## src/rtl/tick_clock_generator_pkg.sv

```systemverilog
// Shared definitions for the tick-driven derived clock: level encoding and
// the counter width helper.
package tick_clock_generator_pkg;

   typedef enum logic {
      LOW  = 1'b0,
      HIGH = 1'b1
   } level_t;

   // Smallest width (at least 1) able to hold max(high, low) - 1.
   function automatic int unsigned tick_bits(input int unsigned high_ticks,
                                             input int unsigned low_ticks);
      int unsigned longest;
      int unsigned width;
      longest = (high_ticks > low_ticks) ? high_ticks : low_ticks;
      width   = 1;
      while ((64'd1 << width) < 64'(longest))
         width = width + 1;
      return width;
   endfunction

endpackage

```

## src/rtl/tick_step_control.sv

```systemverilog
// Run/halt gating of the tick stream plus the single-step handshake
// (stepBusy / stepDone).
module tick_step_control
   import tick_clock_generator_pkg::*;
(
   input  logic i_clk,
   input  logic i_rst,
   input  logic i_tick,
   input  logic i_run,
   input  logic i_step_req,
   input  logic i_at_last,
   output logic o_advance,
   output logic o_step_busy,
   output logic o_step_done
);

   logic r_busy;
   logic r_done;
   logic w_edge;

   assign o_advance   = i_tick & (i_run | r_busy);
   assign w_edge      = o_advance & i_at_last;
   assign o_step_busy = r_busy;
   assign o_step_done = r_done;

   // A request coinciding with a tick only arms the step; that tick is not
   // counted because r_busy is still 0 when o_advance is evaluated.
   always_ff @(posedge i_clk or posedge i_rst) begin
      if (i_rst) begin
         r_busy <= 1'b0;
         r_done <= 1'b0;
      end else begin
         r_done <= 1'b0;
         if (r_busy && w_edge) begin
            r_busy <= 1'b0;
            r_done <= 1'b1;
         end else if (!r_busy && !i_run && i_step_req) begin
            r_busy <= 1'b1;
         end
      end
   end

endmodule

```

## src/rtl/tick_clock_generator.sv

```systemverilog
// Builds a derived clock level with programmable high/low tick counts from
// the FPGATick pulse, with rise/fall enables and run/step control.
module tick_clock_generator
   import tick_clock_generator_pkg::*;
#(
   parameter int unsigned highTicks = 1,
   parameter int unsigned lowTicks  = 1,
   parameter int unsigned phase     = 0,
   parameter int unsigned nrOfBits  = 1
) (
   input  logic FPGAClock,
   input  logic FPGAReset,
   input  logic FPGATick,
   input  logic runEnable,
   input  logic stepRequest,
   output logic clockOut,
   output logic risePulse,
   output logic fallPulse,
   output logic stepBusy,
   output logic stepDone
);

   localparam logic [nrOfBits-1:0] HIGH_LAST  = nrOfBits'(highTicks - 1);
   localparam logic [nrOfBits-1:0] LOW_LAST   = nrOfBits'(lowTicks - 1);
   localparam logic [nrOfBits-1:0] PHASE_INIT = nrOfBits'(phase);

   level_t              r_state;
   logic [nrOfBits-1:0] r_count;
   logic                r_rise;
   logic                r_fall;
   logic                w_advance;
   logic                w_at_last;

   assign w_at_last = (r_state == LOW) ? (r_count == LOW_LAST)
                                       : (r_count == HIGH_LAST);

   tick_step_control u_step (
      .i_clk       (FPGAClock),
      .i_rst       (FPGAReset),
      .i_tick      (FPGATick),
      .i_run       (runEnable),
      .i_step_req  (stepRequest),
      .i_at_last   (w_at_last),
      .o_advance   (w_advance),
      .o_step_busy (stepBusy),
      .o_step_done (stepDone)
   );

   always_ff @(posedge FPGAClock or posedge FPGAReset) begin
      if (FPGAReset) begin
         r_state <= LOW;
         r_count <= PHASE_INIT;
         r_rise  <= 1'b0;
         r_fall  <= 1'b0;
      end else begin
         r_rise <= 1'b0;
         r_fall <= 1'b0;
         if (w_advance) begin
            if (w_at_last) begin
               r_count <= '0;
               if (r_state == LOW) begin
                  r_state <= HIGH;
                  r_rise  <= 1'b1;
               end else begin
                  r_state <= LOW;
                  r_fall  <= 1'b1;
               end
            end else begin
               r_count <= r_count + nrOfBits'(1);
            end
         end
      end
   end

   assign clockOut  = (r_state == HIGH);
   assign risePulse = r_rise;
   assign fallPulse = r_fall;

endmodule

```

## config.mk

```make
export PLATFORM = sky130hd
export DESIGN_NAME = tick_clock_generator
export DESIGN_NICKNAME = d
export VERILOG_FILES = /design/src/rtl/tick_clock_generator_pkg.sv /design/src/rtl/tick_step_control.sv /design/src/rtl/tick_clock_generator.sv
export SDC_FILE = /design/constraint.sdc
export NUM_CORES = 1
export LEC_CHECK = 0
export CORE_AREA = 2 2 39 41
export DETAILED_ROUTE_END_ITERATION = 10
export DIE_AREA = 0 0 41 43
export DONT_BUFFER_PORTS = 1
export PLACE_DENSITY = 0.3
export REMOVE_ABC_BUFFERS = 1
export SLEW_MARGIN = 15
export SYNTH_ARGS = -nofsm -noshare
export SYNTH_HDL_FRONTEND = slang
export SYNTH_HIERARCHICAL = 1
export SYNTH_SLANG_ARGS = --single-unit
```

## constraint.sdc

```tcl
create_clock -name FPGAClock -period 1.04 [get_ports FPGAClock]
set_input_delay 0.208 -clock FPGAClock [delete_from_list [all_inputs] [get_ports FPGAClock]]
set_output_delay 0.208 -clock FPGAClock [all_outputs]
set_load 0.05 [all_outputs]
```

==> summary.md <==
Outcome
* finished clean — status

Power
* 0.000985 V — Worst IR Drop VDD
* 543 µW — Internal Dissipation
* 876 µW — total power draw
* 2800 mW/mm² — Cell Pwr Density
* 24.9% — fraction of power consumed by the clock network
* 332 µW — net switching component of the power
* 30.8% — fraction of power consumed by sequential logic
* 0.000165 µW — P_leak
* 38.0% — fraction of power spent switching nets
* 44.3% — combinational fraction of design power

Floorplanning
* 0.00138 mm² — CORE AREA
* 41 µm — Die X
* 0.00176 mm² — overall die area
* 10 — ports placed on the boundary
* 13.8% — Initial Utilization
* 43 µm — Die Span Y
* 14 — number of core rows

Logic synthesis
* 65.4% — register area share after synthesis
* 12.0 µm² — synthesized area divided by synthesized cell count
* 6 — total number of yosys warnings
* 16 — Post-Syn Instances
* 191 µm² — post-synthesis instance area
* 11 — count of cell types in the netlist
* 5 — number of synthesized register bits

Routing
* 1 — number of DRC markers after the initial detailed-route iteration
* 2 — count of TritonRoute iterations in the first routing pass
* 0 — DRC errors left
* 0 — Detail Route Antenna Nets
* 3.41 — routed via count divided by cell count
* 150 — number of vias after detailed routing
* 7.55 µm — average wire per cell in the routed design
* 332 µm — aggregate routed wire length

Clock tree
* 3 — TritonCTS Buffers
* 0.24 ns — Skew-Pair Late Insertion Delay
* 0.04 ns — Clk pin slew, worst setup/hold paths
* sky130_fd_sc_hd__clkbuf_4 — root buffer cell
* 5 — Sinks on Clock Net
* yes — CTS tree
* 1 — H-tree levels
* 2 — CTS Buffer Depth

Timing
* 0.986 GHz — highest achievable clock rate
* 0.00314 ns — clock tree skew after final layout
* true — RSZ-0062 raised after global routing
* 1.01 ns — time the final worst path needs with I/O delays and setup
* 0 — Final Max Slew Viols
* 0 ns — Total Negative Setup Slacks
* 97.5% — part of the cycle the worst path needs
* 0 — Hold Vio Cnt, Final
* 0 — final number of setup-violating endpoints

Worst hold path
* stepRequest — worst min-delay path startpoint
* input port to flip-flop — worst hold path type

Global routing
* 141 — vias in the first global route
* 0 — leftover overflow at the end of global routing
* 0 — number of antenna violations at the first check in global routing
* 545 µm — wire length of the first global-routing pass
* 5.34% — GRT Util Overall
* 5 — maximum number of pins on one net before global-route repair

Place
* 0.567 — final RePlAce weighted congestion
* 0 — port bufs

Job
* 0 — count of max-cap constraint violations

Worst setup path
* 1 — count of buffer and inverter cells on the critical path
* 0.41 ns — CP max stage delay
* flip-flop to output port — type of the worst setup path
* 3 — maximum fanout along the worst path
* output port — Worst Setup End Kind
* 0.83 ns — WP data required
* sky130_fd_sc_hd__dfrtp_1 — cell with the largest stage delay on the worst path
* flip-flops — critical path's top delay family
* 0.81 ns — worst endpoint data arrival time
* flip-flop — nature of the critical path startpoint
* u_step/o_step_busy$_DFFE_PP0P_ — reg-to-reg startpoint
* u_step/o_step_busy$_DFFE_PP0P_ — timing startpoint of the critical path
* buf_12 — cell-by-cell trace of the critical path

Layout
* 22.6% — post-layout utilization of the core
* 0 — antenna diode count
* 34 — total number of nets in the final design
* 63.4% — Area growth, synth to finish
* 42.9% — fraction of layout cells with a size suffix above 1

==> flip-flops by register name (all words and copies together), names as in the netlist <==
name / flops
clockOut: 1
fallPulse: 1
risePulse: 1
u_step/o_step_busy: 1
u_step/o_step_done: 1
==> final cells by class <==
cell class	instances	area [µm²]
Inverter	2	7.51
Multi-Input combinational cell	10	62.6
Sequential cell	5	125
Timing Repair Buffer	7	71.3
Tap cell	16	20.0
Fill cell	154	1070
Clock buffer	4	26.3
==> cell families (layout without fill, tap and decap cells) <==
kind of cell,count (synthesis),in the layout,share of synthesized area (%)
and+or+nand+nor,6,6,19.6
DFF,5,5,65.4
buffers and inverters,2,13,3.92
other,1,2,1.96
AOI/OAI and AO/OA,1,1,4.58
xor gates and xnor gates,1,1,4.58
==> routing by layer <==
metal  wire length, µm  share of wire [%]  GRT usage (%)  vias up
li1                  -                  -              -       71
met1               118                 36           4.23       65
met2               138                 42           6.56       14
met3                76                 23           8.38        0
met4                 0                  0           2.00        0
met5                 0                  0              0        -
==> power by group through the flow <==
stage	sequential (µW)	clock (µW)	combinational, µW
after floorplan	447	0	52.7
after global placement	279	0	332
after detailed placement	282	0	334
after CTS	283	227	350
after global routing	273	248	410
final	270	218	388
==> cell usage in the layout (no fill, tap or decap) <==
| cell type | count |
|---|---|
| sky130_fd_sc_hd__and2b_2 | 1 |
| sky130_fd_sc_hd__clkbuf_4 | 3 |
| sky130_fd_sc_hd__buf_4 | 4 |
| sky130_fd_sc_hd__clkbuf_1 | 1 |
| sky130_fd_sc_hd__dfrtp_1 | 5 |
| sky130_fd_sc_hd__nand2_1 | 1 |
| sky130_fd_sc_hd__buf_12 | 1 |
| sky130_fd_sc_hd__dlygate4sd3_1 | 1 |
| sky130_fd_sc_hd__conb_1 | 2 |
| sky130_fd_sc_hd__a22o_1 | 1 |
| sky130_fd_sc_hd__buf_6 | 1 |
| sky130_fd_sc_hd__nor2_1 | 1 |
| sky130_fd_sc_hd__nor2b_1 | 1 |
| sky130_fd_sc_hd__and3_2 | 1 |
| sky130_fd_sc_hd__and2_2 | 1 |
| sky130_fd_sc_hd__inv_1 | 2 |
| sky130_fd_sc_hd__xor2_1 | 1 |
==> timing repair <==
action | CTS | global route
endpoints found under the hold margin | 5 | 0
hold buffers | 1 | 0
setup buffers | 0 | 1
gates resized for setup | 1 | 0
endpoints found under the setup margin | 1 | 2
==> cells in the mapped netlist <==
| master | count | area, µm² |
|---|---|---|
| sky130_fd_sc_hd__conb_1 | 1 | 3.75 |
| sky130_fd_sc_hd__and3_2 | 1 | 7.51 |
| sky130_fd_sc_hd__a22o_1 | 1 | 8.76 |
| sky130_fd_sc_hd__nor2_1 | 1 | 3.75 |
| sky130_fd_sc_hd__dfrtp_1 | 5 | 125 |
| sky130_fd_sc_hd__xor2_1 | 1 | 8.76 |
| sky130_fd_sc_hd__inv_1 | 2 | 7.51 |
| sky130_fd_sc_hd__nor2b_1 | 1 | 6.26 |
| sky130_fd_sc_hd__and2_2 | 1 | 7.51 |
| sky130_fd_sc_hd__nand2_1 | 1 | 3.75 |
| sky130_fd_sc_hd__and2b_2 | 1 | 8.76 |
==> path summary, 6_finish.rpt <==
path                       slack (ns)                              to  depth (start not counted)
hold reg to reg                  0.57            clockOut$_DFFE_PP0P_                          2
hold / removal                   0.11  u_step/o_step_busy$_DFFE_PP0P_                          1
min in group asynchronous        0.30  u_step/o_step_busy$_DFFE_PP0P_                          2
setup / recovery                 0.03                        stepBusy                          1
setup reg to reg                 0.08             risePulse$_DFF_PP0_                          3
max in group asynchronous        0.61             fallPulse$_DFF_PP0_                          2
==> stage by stage <==
step                instances  worst slack, ns  hold slack [ns]  instance area, µm²
floorplan                  17           -0.116          -0.0508                 195
global placement           38           0.0985          -0.0419                 265
detailed placement         38           0.0741          -0.0401                 265
CTS                        43          0.00601           0.0975                 305
global route               44          -0.0117            0.107                 313
finish                     44           0.0262            0.106                 313
Note: power is estimated with default switching activity, not from simulation.
==> RTL change 1: new RTL, same settings <==
Make the reset (`FPGAReset` and `i_rst`) synchronous in 2 clocked blocks.
--- a/src/rtl/tick_step_control.sv
+++ b/src/rtl/tick_step_control.sv
@@ -26,5 +26,5 @@
    // A request coinciding with a tick only arms the step; that tick is not
    // counted because r_busy is still 0 when o_advance is evaluated.
-   always_ff @(posedge i_clk or posedge i_rst) begin
+   always_ff @(posedge i_clk) begin
       if (i_rst) begin
          r_busy <= 1'b0;
--- a/src/rtl/tick_clock_generator.sv
+++ b/src/rtl/tick_clock_generator.sv
@@ -47,5 +47,5 @@
    );
 
-   always_ff @(posedge FPGAClock or posedge FPGAReset) begin
+   always_ff @(posedge FPGAClock) begin
       if (FPGAReset) begin
          r_state <= LOW;
Behaviour: differs if FPGAReset is asserted again (counterexample within 4 cycles, from zero or initial values and one cycle with FPGAReset high); with FPGAReset held inactive, the same outputs for 10 cycles.
==> RTL change 1 against the unedited design <==
  * Sequential cell count unchanged
  * Global-route usage up 0.49 points
  * Setup slack worse by 0.019 ns
  * Cell area shrank 5.2%
  * Routed wire length rose by 22%
  * Synthesized area decreased by 5.9%
  * Non-clock buffer count stayed put
Power is not compared: it rests on default switching activity, and its combinational part moved more than twofold at a synthesized area within 25%.
==> RTL change 1: results (changes against the unedited design) <==
Filler Cell Count -> 152 (was 154)
Tot GR Track Use -> 5.83% (was 5.34%)
Clock-cell share -> 8.86% (was 8.40%)
post-synthesis compound-gate area fraction -> 9.03% (was 4.58%)
WL/cell -> 9.44 um (was 7.55 um)
Layout non-clock buf frac -> 22.8% (about the same)
TritonRoute pass-1 iters -> 2 (unchanged)
Fin. Hold Viols -> 0 (unchanged)
via count -> 153 (was 150)
vias in the first global route -> 157 (was 141)
fraction of area in multi-input gates -> 25.7% (was 20.0%)
Sequential Area -> 103 um2 (was 125 um2)
cell family with most CP delay -> flip-flops (unchanged)
dpl cell area -> 245 um2 (was 265 um2)
CTS Hold Bufs -> 0 (was 1)
DP Cell Count -> 38 (unchanged)
FFs & Latches -> 5 (unchanged)
Logic inverters -> 1 (was 2)
Max FO, Critical Path -> 4 (was 3)
Clock Tree Root -> clkbuf_4 (unchanged)
arrival time at the worst endpoint -> 0.83 ns (was 0.81 ns)
GP Congestion -> 0.616 (was 0.567)
layout cells sized above 1 -> 51.9% (was 42.9%)
first-pass GRT wire length -> 579 um (was 545 um)
status -> finished, final reports clean (unchanged)
Final #Nets -> 33 (was 34)
Largest stage delay, worst path -> 0.32 ns (was 0.41 ns)
Clock Skew -> 0.00355 ns (was 0.00314 ns)
Avg Inst Size Synth -> 11.3 um2 (was 12.0 um2)
XOR/XNOR Fraction of Synth Area -> 4.86% (was 4.58%)
largest net degree at the start of global routing -> 7 (was 5)
comb_multi_in -> 10 (unchanged)
Non-clock buffers -> 7 (unchanged)
Synth async-reset ratio -> 0% (was 100%)
dpl ws -> 0.147 ns (was 0.0741 ns)
Synth top cells by count -> dfxtp_1, nor3b_1 (was dfrtp_1, inv_1)
Gate Count Post-Synth -> 16 (unchanged)
Total Routed Length -> 406 um (was 332 um)
register area share after synthesis -> 55.6% (was 65.4%)
top post-synthesis cells by area -> dfxtp_1, nor3b_1, nor4b_2, and3b_2, a31o_1 (was dfrtp_1, a22o_1, and2b_2, xor2_1, and2_2)
slowest stage cell, crit path -> dfxtp_2 (was dfrtp_1)
-- RTL change 1: stage by stage --
step	util, %	total power, uW
2_1_floorplan	-	274
3_3_place_gp	17.7	297
3_5_place_dp	17.7	300
4_1_cts	20.8	545
5_1_grt	21.4	569
6_report	21.4	547
-- RTL change 1: worst paths after layout --
check	slack (ns)	end	startpoint	depth (start not counted)
setup / recovery	0.007	stepBusy	u_step/o_step_busy$_SDFFE_PP0P_	2
hold reg to reg	0.45	risePulse$_SDFF_PP0_	clockOut$_SDFFE_PP0P_	1
setup reg to reg	0.07	clockOut$_SDFFE_PP0P_	u_step/o_step_busy$_SDFFE_PP0P_	4
hold / removal	0.02	clockOut$_SDFFE_PP0P_	FPGAReset	1
-- RTL change 1: routing by layer --
metal  global-route usage, %  part of all wire, %
met1                    3.23                   30
met2                    8.44                   60
met3                    3.14                  4.4
met4                    10.0                  5.2
met5                       0                    0
-- RTL change 1: timing repair --
item,4_1_cts,5_1_grt
setup buffers,0,1
resized for setup,5,1
setup endpoints to repair,2,2
==> RTL change 2: new RTL, same settings <==
Made on the original files. Register the output `risePulse` once more, cleared by the reset; this adds one clock of latency there. The other outputs are not delayed to match.
--- a/src/rtl/tick_clock_generator.sv
+++ b/src/rtl/tick_clock_generator.sv
@@ -74,5 +74,11 @@
 
    assign clockOut  = (r_state == HIGH);
-   assign risePulse = r_rise;
+   always_ff @(posedge FPGAClock or posedge FPGAReset) begin
+      if (FPGAReset) begin
+         risePulse <= '0;
+      end else begin
+         risePulse <= r_rise;
+      end
+   end
    assign fallPulse = r_fall;
 
Function: changed (Yosys sat finds a counterexample within 4 cycles, from zero or initial values and one cycle with FPGAReset high).
==> RTL change 2 against the unedited design <==
  * Routed wire length rose by 11%
  * Power rose by 2.5%
  * Die area did not move
  * First-iteration DRC count rose to 4.0 times the old value
  * Count of clock-buffer cells in the layout fell by 1
  * Register-to-register slack improved by 0.03 ns
  * Setup slack improved by 0.011 ns
  * Sequential share of layout area rose by 6.2 points
  * Sequential cell count rose by 1
  * Clock power fell by 4%
  * Cell area rose by 4.0%
  * Synthesized area rose by 13%
  * Maximum frequency rose by 1.1%
  * Global-route usage rose by 2.2 points
==> RTL change 2: results (changes against the unedited design) <==
status -> finished, final reports clean (unchanged)
clock buffer depth -> 2 (unchanged)
slowest stage cell, crit path -> dfrtp_1 (unchanged)
largest net degree at the start of global routing -> 5 (unchanged)
top post-synthesis cells by area -> dfrtp_1, a22o_1, and2b_2, xor2_1, and2_2 (unchanged)
DP HPWL -> 303 um
FF-to-FF End -> r_rise$_DFF_PP0_ (was risePulse$_DFF_PP0_)
Gate Count Post-Synth -> 17 (was 16)
dpl cell area -> 278 um2 (was 265 um2)
Synth Flop Type -> dfrtp_1 (unchanged)
1st-iter DRT viols -> 4 (was 1)
Clock Skew -> 0.000970 ns (was 0.00314 ns)
Total Routed Length -> 368 um (was 332 um)
layout cells sized above 1 -> 42.9% (unchanged)
register area share after synthesis -> 69.4% (was 65.4%)
Clock Tree Root -> clkbuf_4 (unchanged)
Largest stage delay, worst path -> 0.39 ns (was 0.41 ns)
hold path depth -> 1 (unchanged)
reg-to-reg slack, setup -> 0.11 ns (was 0.08 ns)
Synth top cells by count -> dfrtp_1, inv_1 (unchanged)
Yosys cell types -> 11 (unchanged)
NetSw -> 335 uW (was 332 uW)
Final #Nets -> 35 (was 34)
vias in the first global route -> 175 (was 141)
Hold Path Sink -> u_step/o_step_busy$_DFFE_PP0P_ (unchanged)
I/O Buffers -> 0 (unchanged)
Tot GR Track Use -> 7.55% (was 5.34%)
Synth async-reset ratio -> 100% (unchanged)
first-pass GRT wire length -> 745 um (was 545 um)
Hold Slack -> 0.107 ns (was 0.106 ns)
clk_lat worst skew -> 0.24 ns (about the same)
P_leak -> 0.000174 uW (was 0.000165 uW)
Peak VDD IR -> 0.695 mV (was 0.985 mV)
cell family with most CP delay -> flip-flops (unchanged)
DP Cell Count -> 39 (was 38)
TritonRoute pass-1 iters -> 2 (unchanged)
GP Congestion -> 0.559 (was 0.567)
[RTL change 2: power groups by stage]
stage	registers (uW)	logic [uW]	clock network, uW
5_1_grt	324	399	246
3_5_place_dp	327	316	0
6_report	316	373	209
4_1_cts	316	378	227
3_3_place_gp	326	314	0
2_1_floorplan	497	53.2	0
[RTL change 2: cell type report]
cell class,count,area [um2]
tap,16,20.0
timing repair buffer,7,62.6
inverter,2,7.51
fill,148,1060
sequential,6,150
multi-input combinational,10,62.6
clock buffer,3,22.5
[RTL change 2: worst max-delay path by stage]
stage | startpoint | cells past startpoint | endpoint
after global routing | u_step/o_step_busy$_DFFE_PP0P_ | 1 | stepBusy
after global placement | u_step/o_step_busy$_DFFE_PP0P_ | 3 | r_rise$_DFF_PP0_
final | u_step/o_step_busy$_DFFE_PP0P_ | 1 | stepBusy
after floorplan | u_step/o_step_busy$_DFFE_PP0P_ | 3 | clockOut$_DFFE_PP0P_
after detailed placement | u_step/o_step_busy$_DFFE_PP0P_ | 3 | r_rise$_DFF_PP0_
after CTS | u_step/o_step_busy$_DFFE_PP0P_ | 1 | stepBusy
[RTL change 2: through the flow]
step                worst slack (ns)  power [uW]
floorplan                     -0.116         550
global placement               0.135         640
detailed placement             0.120         643
CTS                           0.0219         921
global route                 -0.0128         970
finish                        0.0368         897
[RTL change 2: cell families after synthesis]
| logic type | share of synthesized area, % |
|---|---|
| flip-flops | 69.4 |
| AND/OR/NAND/NOR | 17.3 |
| other | 1.73 |
| AO/OA/AOI/OAI | 4.05 |
| XOR/XNOR | 4.05 |
| buffers and inverters | 3.47 |
[RTL change 2: layer usage]
| metal | vias up | routed length (um) | track usage [%] |
|---|---|---|---|
| met1 | 69 | 142 | 6.82 |
| met2 | 8 | 181 | 8.44 |
| met4 | 0 | 0 | 8.00 |
| met5 | - | 0 | 0 |
| met3 | 0 | 44 | 7.85 |
| li1 | 73 | - | - |
[RTL change 2: repair_timing]
item / in CTS / in global routing
resized for setup: 2 / 0
hold buffers: 1 / 0
hold endpoints to repair: 6 / 0
setup buffers: 1 / 0
setup endpoints to repair: 2 / 2
